**src/rtl/regfile_mp_if.sv**
```systemverilog
// Bus bundle for regfile_mp: read ports, write ports and the ready flag.
// With REGFILE_SCOREBOARD_EN defined the bundle also carries the
// allocate request and the two busy indications.
interface regfile_mp_if #(
  parameter int XLEN  = 32,
  parameter int NREGS = 32
);
  localparam int AW = $clog2(NREGS);

  logic            ready;
  logic [AW-1:0]   r1;
  logic [AW-1:0]   r2;
  logic [XLEN-1:0] rout1;
  logic [XLEN-1:0] rout2;
  logic            wr_en0;
  logic [AW-1:0]   w0;
  logic [XLEN-1:0] data0;
  logic            wr_en1;
  logic [AW-1:0]   w1;
  logic [XLEN-1:0] data1;
`ifdef REGFILE_SCOREBOARD_EN
  logic            alloc_en;
  logic [AW-1:0]   alloc_addr;
  logic            busy1;
  logic            busy2;

  modport master (
    input  ready, rout1, rout2, busy1, busy2,
    output r1, r2, wr_en0, w0, data0, wr_en1, w1, data1, alloc_en, alloc_addr
  );
  modport slave (
    output ready, rout1, rout2, busy1, busy2,
    input  r1, r2, wr_en0, w0, data0, wr_en1, w1, data1, alloc_en, alloc_addr
  );
`else
  modport master (
    input  ready, rout1, rout2,
    output r1, r2, wr_en0, w0, data0, wr_en1, w1, data1
  );
  modport slave (
    output ready, rout1, rout2,
    input  r1, r2, wr_en0, w0, data0, wr_en1, w1, data1
  );
`endif
endinterface

```
**src/rtl/regfile_mp.sv**
```systemverilog
// regfile_mp: multi-port integer register file.
// Two combinational read ports with same-cycle write bypass, two write
// ports (port 1 wins on an address collision), optional hardwired zero
// entry, and a clear sweep after reset that zeroes every entry before
// ready is raised.
// Optional feature: define REGFILE_SCOREBOARD_EN to add per-register busy
// bits (alloc_en/alloc_addr set a bit, a write clears it, busy1/busy2
// report the registered bit for r1/r2).
module regfile_mp #(
  parameter int XLEN     = 32,
  parameter int NREGS    = 32,
  parameter int ZERO_REG = 1
) (
  input logic        clk,
  input logic        rst,
  regfile_mp_if.slave rf
);
  localparam int AW = $clog2(NREGS);

  typedef enum logic {CLEAR, RUN} state_t;

  state_t          state_q, state_d;
  logic [AW-1:0]   clr_idx_q, clr_idx_d;
  logic [XLEN-1:0] regs_q [NREGS];

  logic [AW-1:0]   r1_a, r2_a, w0_a, w1_a;
  logic [XLEN-1:0] data0_v, data1_v;
  logic            run;
  logic            we0, we1;
  logic [XLEN-1:0] rout1_v, rout2_v;

  assign r1_a    = rf.r1;
  assign r2_a    = rf.r2;
  assign w0_a    = rf.w0;
  assign w1_a    = rf.w1;
  assign data0_v = rf.data0;
  assign data1_v = rf.data1;

  // Port activity is only honoured in RUN with reset released; reads are
  // forced to zero under the same condition.
  assign run = (state_q == RUN) && !rst;

  // Effective write enables: zero-entry writes discarded, port 0 dropped
  // when port 1 targets the same address.
  always_comb begin
    we1 = run && rf.wr_en1 && !((ZERO_REG != 0) && (w1_a == '0));
    we0 = run && rf.wr_en0 && !((ZERO_REG != 0) && (w0_a == '0))
              && !(we1 && (w1_a == w0_a));
  end

  // Read mux: bypass of this cycle's write (port 1 over port 0), else the
  // stored value; zero outside RUN and for the hardwired zero entry.
  function automatic logic [XLEN-1:0] read_mux(input logic [AW-1:0] ra);
    logic [XLEN-1:0] v;
    v = regs_q[ra];
    if (we0 && (w0_a == ra)) v = data0_v;
    if (we1 && (w1_a == ra)) v = data1_v;
    if (!run || ((ZERO_REG != 0) && (ra == '0))) v = '0;
    return v;
  endfunction

  // Combinational read ports.
  always_comb begin
    rout1_v = read_mux(r1_a);
    rout2_v = read_mux(r2_a);
  end

  assign rf.rout1 = rout1_v;
  assign rf.rout2 = rout2_v;
  assign rf.ready = (state_q == RUN);

  // Next-state logic: sweep clr_idx across every entry, then enter RUN.
  always_comb begin
    state_d   = state_q;
    clr_idx_d = clr_idx_q;
    case (state_q)
      CLEAR: begin
        clr_idx_d = clr_idx_q + 1'b1;
        if (clr_idx_q == AW'(NREGS - 1)) begin
          state_d = RUN;
        end
      end
      RUN:     state_d = RUN;
      default: state_d = CLEAR;
    endcase
  end

  // State register; reset restarts the sweep from entry 0.
  always_ff @(posedge clk) begin
    if (rst) begin
      state_q   <= CLEAR;
      clr_idx_q <= '0;
    end else begin
      state_q   <= state_d;
      clr_idx_q <= clr_idx_d;
    end
  end

  // Storage: sweep writes zero during CLEAR, ports write during RUN.
  always_ff @(posedge clk) begin
    if (!rst && (state_q == CLEAR)) regs_q[clr_idx_q] <= '0;
    if (we0) regs_q[w0_a] <= data0_v;
    if (we1) regs_q[w1_a] <= data1_v;
  end

`ifdef REGFILE_SCOREBOARD_EN
  logic [NREGS-1:0] busy_q, busy_d;
  logic [AW-1:0]    alloc_a;

  assign alloc_a = rf.alloc_addr;

  // Busy update: writes clear their bit, then allocation sets (alloc wins).
  always_comb begin
    busy_d = busy_q;
    if (!run) begin
      busy_d = '0;
    end else begin
      if (we0) busy_d[w0_a] = 1'b0;
      if (we1) busy_d[w1_a] = 1'b0;
      if (rf.alloc_en && !((ZERO_REG != 0) && (alloc_a == '0))) begin
        busy_d[alloc_a] = 1'b1;
      end
    end
  end

  // Busy register, cleared by reset.
  always_ff @(posedge clk) begin
    if (rst) busy_q <= '0;
    else     busy_q <= busy_d;
  end

  assign rf.busy1 = busy_q[r1_a];
  assign rf.busy2 = busy_q[r2_a];
`endif

endmodule

```
**src/flat_wrapper.sv**
```systemverilog
// flat-port wrapper written by rule: the top's interface ports become plain ports
module regfile_mp_flat 
#(
  parameter int XLEN     = 32,
  parameter int NREGS    = 32,
  parameter int ZERO_REG = 1
)
  (clk, rst, rf_ready, rf_rout1, rf_rout2, rf_r1, rf_r2, rf_wr_en0, rf_w0, rf_data0, rf_wr_en1, rf_w1, rf_data1);
  regfile_mp_if #(.XLEN(XLEN), .NREGS(NREGS)) rf_i ();
  input logic clk;
  input logic rst;
  output wire logic [$bits(rf_i.ready)-1:0] rf_ready;
  output wire logic [$bits(rf_i.rout1)-1:0] rf_rout1;
  output wire logic [$bits(rf_i.rout2)-1:0] rf_rout2;
  input wire logic [$bits(rf_i.r1)-1:0] rf_r1;
  input wire logic [$bits(rf_i.r2)-1:0] rf_r2;
  input wire logic [$bits(rf_i.wr_en0)-1:0] rf_wr_en0;
  input wire logic [$bits(rf_i.w0)-1:0] rf_w0;
  input wire logic [$bits(rf_i.data0)-1:0] rf_data0;
  input wire logic [$bits(rf_i.wr_en1)-1:0] rf_wr_en1;
  input wire logic [$bits(rf_i.w1)-1:0] rf_w1;
  input wire logic [$bits(rf_i.data1)-1:0] rf_data1;
  assign rf_ready = rf_i.ready;
  assign rf_rout1 = rf_i.rout1;
  assign rf_rout2 = rf_i.rout2;
  assign rf_i.r1 = rf_r1;
  assign rf_i.r2 = rf_r2;
  assign rf_i.wr_en0 = rf_wr_en0;
  assign rf_i.w0 = rf_w0;
  assign rf_i.data0 = rf_data0;
  assign rf_i.wr_en1 = rf_wr_en1;
  assign rf_i.w1 = rf_w1;
  assign rf_i.data1 = rf_data1;
  regfile_mp #(.XLEN(XLEN), .NREGS(NREGS), .ZERO_REG(ZERO_REG)) u_core (.clk(clk), .rst(rst), .rf(rf_i));
endmodule
```
**config.mk**
```make
export PLATFORM = sky130hd
export DESIGN_NAME = regfile_mp_flat
export DESIGN_NICKNAME = d
export VERILOG_FILES = /design/src/rtl/regfile_mp_if.sv /design/src/rtl/regfile_mp.sv /design/src/flat_wrapper.sv
export SDC_FILE = /design/constraint.sdc
export NUM_CORES = 2
export LEC_CHECK = 0
export CELL_PAD_IN_SITES_DETAIL_PLACEMENT = 1
export CELL_PAD_IN_SITES_GLOBAL_PLACEMENT = 2
export CORE_ASPECT_RATIO = 0.9
export CORE_UTILIZATION = 30
export DETAILED_ROUTE_END_ITERATION = 8
export PLACE_DENSITY_LB_ADDON = 0.1
export SLEW_MARGIN = 30
export SYNTH_ARGS = -nofsm -noshare
export SYNTH_HDL_FRONTEND = slang
export SYNTH_SLANG_ARGS = --single-unit
```
**constraint.sdc**
```tcl
create_clock -name clk -period 6.3 [get_ports clk]
set_clock_uncertainty 0.05 [all_clocks]
set_input_delay 1.26 -clock clk [delete_from_list [all_inputs] [get_ports clk]]
set_output_delay 1.26 -clock clk [all_outputs]
set_load 0.01 [all_outputs]
```
---- After elaboration in Yosys (flattened, before gate mapping) ----
Memory sizes are Yosys's and may differ from the RTL's.
Cells that the tools add are included.
word-level totals
  RAM bits ................................ 1024
  bits in registers ....................... 6
  output and inout bits ................... 65
  word-level logic and storage cells ...... 52
  memories ................................ 1
  input port bits ......................... 88
memory list
  memory         words  bits a word  read ports  clocked after memory_dff  wr ports  RTL line          RTL
  u_core.regs_q  32     32           2           0                         2         regfile_mp.sv:24  logic [XLEN-1:0] regs_q [NREGS];
operators by class
  mux-type cells .......................... 17
  $add $sub $neg .......................... 1
  bitwise operators ....................... 1
  equal/unequal tests ..................... 6
  reductions and logical operators ........ 24
operators with widths
  cell                                          number
  2-to-1 mux 32 bit                             7
  OR reduction 32 bit                           1
  equality test 5 bit                           5
  logical NOT 5 bit                             4
  logical AND 1 bit                             12
  2-to-1 mux 1 bit                              8
  adder 5 x 1 -> 5 bit (second input constant)  1
  equality test 5 bit (second input constant)   1
  logical NOT 1 bit                             5
  2-to-1 mux 5 bit                              1
  logical OR 1 bit                              2
  one-hot mux 1 bit (2 select lines)            1
  inverter 1 bit                                1

---- Logic depth before layout (Yosys ltp) ----
  word-level depth ........................ 11
  mapped depth ............................ 10
  mapped depth without buffers ............ 6

---- Least setup slack after synthesis ----
Ideal clock, no wire load.
  kind .................................... input port to flip-flop
  start ................................... input port rf_w1[2]
  end ..................................... memory u_core.regs_q[28][0], enable pin
  slack ................................... 1.360 ns
  path buffers ............................ 1
  cell stages on the path ................. 7
  arrival time ............................ 4.457 ns
  cells stage by stage .................... or3_1 buf_2 o311a_1 a21oi_2 nand2_1 o32a_1 o22ai_1
RTL lines
  what         RTL line            RTL
  from (decl)  flat_wrapper.sv:21  input wire logic [$bits(rf_i.w1)-1:0] rf_w1;
  to (decl)    regfile_mp.sv:24

---- Final worst setup path ----
  start ................................... input port rf_r1[3]
  end ..................................... output port rf_rout1[8]
between the ends
  cells in the longest elaborated chain, start to end .. 5
  elaborated cells on any way between the ends .. 10
  those cells by class .................... eq/ne (2); mux (3); reduce/logical (4); memory (1)
RTL lines
  what                                                                               RTL line            RTL
  from (decl)                                                                        flat_wrapper.sv:15  input wire logic [$bits(rf_i.r1)-1:0] rf_r1;
  parallel branches: the longest is 4 deep, another holds memory read (32 x 32 bit)  --
  2-to-1 mux 32 bit (*)                                                              regfile_mp.sv:58    if (!run || ((ZERO_REG != 0) && (ra == '0))) v = '0;
  to (decl)                                                                          flat_wrapper.sv:13  output wire logic [$bits(rf_i.rout1)-1:0] rf_rout1;
Every way passes the cells marked *.

==> results.sh <==
export IMPL_path_cells="clkdlybuf4s50_1, nand2b_2, buf_12, a21oi_1, a31oi_1, buf_4, a31oi_1, a221o_1, clkdlybuf4s50_1"
export IMPL_endpoint="rf_rout1[8]"
export IMPL_drt_initial_drc_count=5427
export IMPL_worst_pin_slew_ns=1.015
export IMPL_synthArstFlopShare=0
export IMPL_cp_required_ns=4.99
export IMPL_die_h_um=425.2
export IMPL_synthMuxAreaShare=0.1825
export IMPL_synth_net_count=5572
export IMPL_rsz0062_at_grt="false"
export IMPL_synth_xor_area_share=0.004109
export IMPL_cp_slowest_cell="clkdlybuf4s50_1"
export IMPL_worst_path_buf_inv=4
export IMPL_areaGrowthSynthToFinish_pct=17.74
export IMPL_max_cap_violations=0
export IMPL_synth_top_family_by_area="multiplexers"
export IMPL_ff2ff_path_depth=7
export IMPL_intPower_mw=12.13
export IMPL_insertion_delay_ns=0.80
export IMPL_finalPower_mw=16.35
export IMPL_synth_cell_types=56
export IMPL_path_class="in -> out"
export IMPL_path_clk_slew_ns=0.05
export IMPL_dieArea_sq_mm=0.2007
export IMPL_synth_seq_cells=1030
export IMPL_cp_end_kind="output port"
export IMPL_yosys_warnings=0
export IMPL_finalHoldViolCount=0
export IMPL_start_kind="primary input"
export IMPL_switching_share=0.2580
export IMPL_avgSynthCellArea_sq_um=10.89
export IMPL_nNetsFinal=5519
export IMPL_ys_seq_area_frac=0.5172
export IMPL_seq_power_share=0.459
export IMPL_synth_fa_ha_area_frac=0.0004193
export IMPL_wl_per_cell_um=37.06
export IMPL_grt_total_usage=0.2986
export IMPL_cts_inserted_buffers=134
export IMPL_syn_inst=5482
export IMPL_grt_pass1_vias=48328
export IMPL_rows=154
export IMPL_postCtsSetupBuffers=0
export IMPL_syn_cell_area_sq_mm=0.05969
export IMPL_drive_above_1_share=0.1574
export IMPL_post_route_drc_count=0
export IMPL_ctsLongestPathBuffers=3
export IMPL_power_density_mw_per_mm2=232.7
export IMPL_start_util=0.3034
export IMPL_r2r_end="u_core.regs_q[14][19]"
export IMPL_avgViaCountPerCell=5.930
export IMPL_gp_congestion=0.8660
export IMPL_place_port_buffers=152
export IMPL_die_w_um=472.2
export IMPL_slew_violations=0
export IMPL_period_needed_ns=6.182
export IMPL_r2r_start="u_core.rf.ready"
export IMPL_comb_power_share=0.092
export IMPL_whs_ns=0.5445
export IMPL_synthSimpleGateAreaFrac=0.08681
export IMPL_antenna_found_initial=13
export IMPL_mostFrequentLayoutCells="1111 x nand2_1, 1024 x edfxtp_1, 994 x o21ai_0"
export IMPL_critPathLaunch="rf_r1[3]"
export IMPL_vdd_ir_drop_max_uv=301.8
export IMPL_cts_sinks=1030
export IMPL_cp_num_cells=9
export IMPL_p_leak_nw=21.79
export IMPL_fin_crit_sh=0.9813
export IMPL_p_switching_mw=4.218
export IMPL_synth_compound_area_frac=0.1612
export IMPL_core_sq_mm=0.1967
export IMPL_cts_root_buf="clkbuf_16"
export IMPL_cts_hold_fix_buffers=0
export IMPL_critPathArrivalTime_ns=4.87
export IMPL_num_vias=48518
export IMPL_fmax_mhz=161.8
export IMPL_ys_flop_type="edfxtp_1"
export IMPL_ctsHtreeMaxLevel=4
export IMPL_cpLargestDelayFamily="buffers and inverters"
export IMPL_grt_max_degree=65
export IMPL_wl_um=303200
export IMPL_finalSetupViolCount=0
export IMPL_synth_edff_count=1024
export IMPL_max_stage_delay_ns=0.95
export IMPL_r2r_slack_ns=2.04
export IMPL_slew_headroom=0.3215
export IMPL_cp_max_fo=18
export IMPL_setup_tns_ns=0
export IMPL_antenna_left=0
export IMPL_ios=153
export IMPL_cts_resized=0
export IMPL_final_common_cell="nand2_1"
export IMPL_clkPwrFrac=0.449
export IMPL_worstHoldPathType="reg -> reg"
export IMPL_status="completed"
export IMPL_grt_pass1_wl_um=413300
export IMPL_grt_ovfl_total=0
export IMPL_dp_hpwl_um=187100
export IMPL_first_pass_iters=5
export IMPL_cts_tree="built"
[synthesized netlist by cell type, drive strengths merged, types with 2 or more instances]
| cell type | count | area, sq um |
|---|---|---|
| nand3 | 77 | 385.4 |
| nor3b | 3 | 22.52 |
| mux2i | 530 | 5305 |
| ha | 2 | 25.02 |
| nor2b | 13 | 81.33 |
| a21oi | 68 | 344.1 |
| xnor2 | 17 | 148.9 |
| and3 | 5 | 31.28 |
| and2 | 3 | 18.77 |
| a22o | 62 | 543.0 |
| o22ai | 23 | 143.9 |
| o21ai | 996 | 4985 |
| nand4b | 2 | 17.52 |
| o21bai | 9 | 67.56 |
| nor2 | 44 | 165.2 |
| nand3b | 5 | 37.54 |
| a221o | 62 | 620.6 |
| buf | 151 | 713.2 |
| a31oi | 128 | 800.8 |
| nor3 | 13 | 70.07 |
| or3b | 2 | 17.52 |
| clkbuf | 533 | 2001 |
| nand2b | 2 | 12.51 |
| nand4 | 6 | 37.54 |
| xor2 | 11 | 96.34 |
| mux4 | 248 | 5585 |
| and3b | 2 | 17.52 |
| nor4 | 3 | 33.78 |
| edfxtp | 1024 | 30750 |
| nor4b | 2 | 17.52 |
| nand2 | 1111 | 4170 |
| o211ai | 2 | 20.02 |
| o32a | 4 | 40.04 |
| and4 | 2 | 17.52 |
| inv | 38 | 142.6 |
| dfxtp | 6 | 120.1 |
| a22oi | 257 | 1929 |
| a32oi | 7 | 61.31 |
[per-layer routing]
| metal | GRT usage | share of wire | vias up |
|---|---|---|---|
| li1 | - | - | 20541 |
| met1 | 0.4063 | 0.44 | 25524 |
| met2 | 0.4748 | 0.46 | 1989 |
| met3 | 0.05088 | 0.069 | 460 |
| met4 | 0.1110 | 0.039 | 4 |
| met5 | 0 | 0.000089 | - |
[per-stage QoR]
step / utilization / std cells / worst slack (ns) / cell area (sq um)
CTS: 0.3572 / 8179 / 0.1614 / 70260
global route: 0.3572 / 8180 / 0.1307 / 70270
floorplan: - / 5482 / 1.360 / 59690
finish: 0.3572 / 8182 / 0.1179 / 70270
detailed placement: 0.3367 / 7945 / 0.1708 / 66240
global placement: 0.3365 / 7944 / 0.1992 / 66200
[registers in the layout, indices dropped and copies added (netlist names)]
| name | count |
|---|---|
| u_core.clr_idx_q | 5 |
| u_core.regs_q | 1024 |
| u_core.rf.ready | 1 |
[worst min-delay path, stage by stage (launching register included)]
cell and delay (ns):
dfxtp_1 0.36, xor2_1 0.15, nor2_1 0.05
[layout make-up]
cell class / instances / area [sq um]
multi-input combinational: 3730 / 26750
inverter: 38 / 142.6
clock buffer: 169 / 3570
antenna: 3 / 7.507
clock inverter: 65 / 451.7
timing repair buffer: 495 / 5167
fill: 20996 / 126500
tap: 2652 / 3318
sequential: 1030 / 30870
[cell families (layout without fill, tap and decap cells)]
family | count (synthesis) | count (layout)
compound gates | 1624 | 1624
simple gates | 1298 | 1298
flops | 1030 | 1030
mux | 778 | 778
buf+inv | 722 | 767
xor+xnor | 28 | 28
fa+ha+maj | 2 | 2
other cells | 0 | 3
[how the worst min path moves through the flow]
| stage | startpoint | cells past startpoint | to | slack, ns |
|---|---|---|---|---|
| 2_1_floorplan | u_core.clr_idx_q[0] | 2 | u_core.clr_idx_q[0] | 0.49 |
| 3_3_place_gp | u_core.clr_idx_q[0] | 2 | u_core.clr_idx_q[0] | 0.53 |
| 3_5_place_dp | u_core.clr_idx_q[0] | 2 | u_core.clr_idx_q[0] | 0.54 |
| 4_1_cts | u_core.clr_idx_q[0] | 2 | u_core.clr_idx_q[0] | 0.55 |
| 5_1_grt | u_core.clr_idx_q[0] | 2 | u_core.clr_idx_q[0] | 0.57 |
| 6_report | u_core.clr_idx_q[0] | 2 | u_core.clr_idx_q[0] | 0.54 |
[power by group through the flow]
| stage | logic, mW | registers, mW | clock network (mW) |
|---|---|---|---|
| after floorplan | 0.725 | 7.64 | 0 |
| after CTS | 1.48 | 7.50 | 7.48 |
| after global routing | 1.53 | 7.51 | 7.71 |
| after detailed placement | 1.48 | 7.65 | 0 |
| after global placement | 1.49 | 7.64 | 0 |
| final | 1.50 | 7.50 | 7.34 |
(Power assumes the default switching activity.)
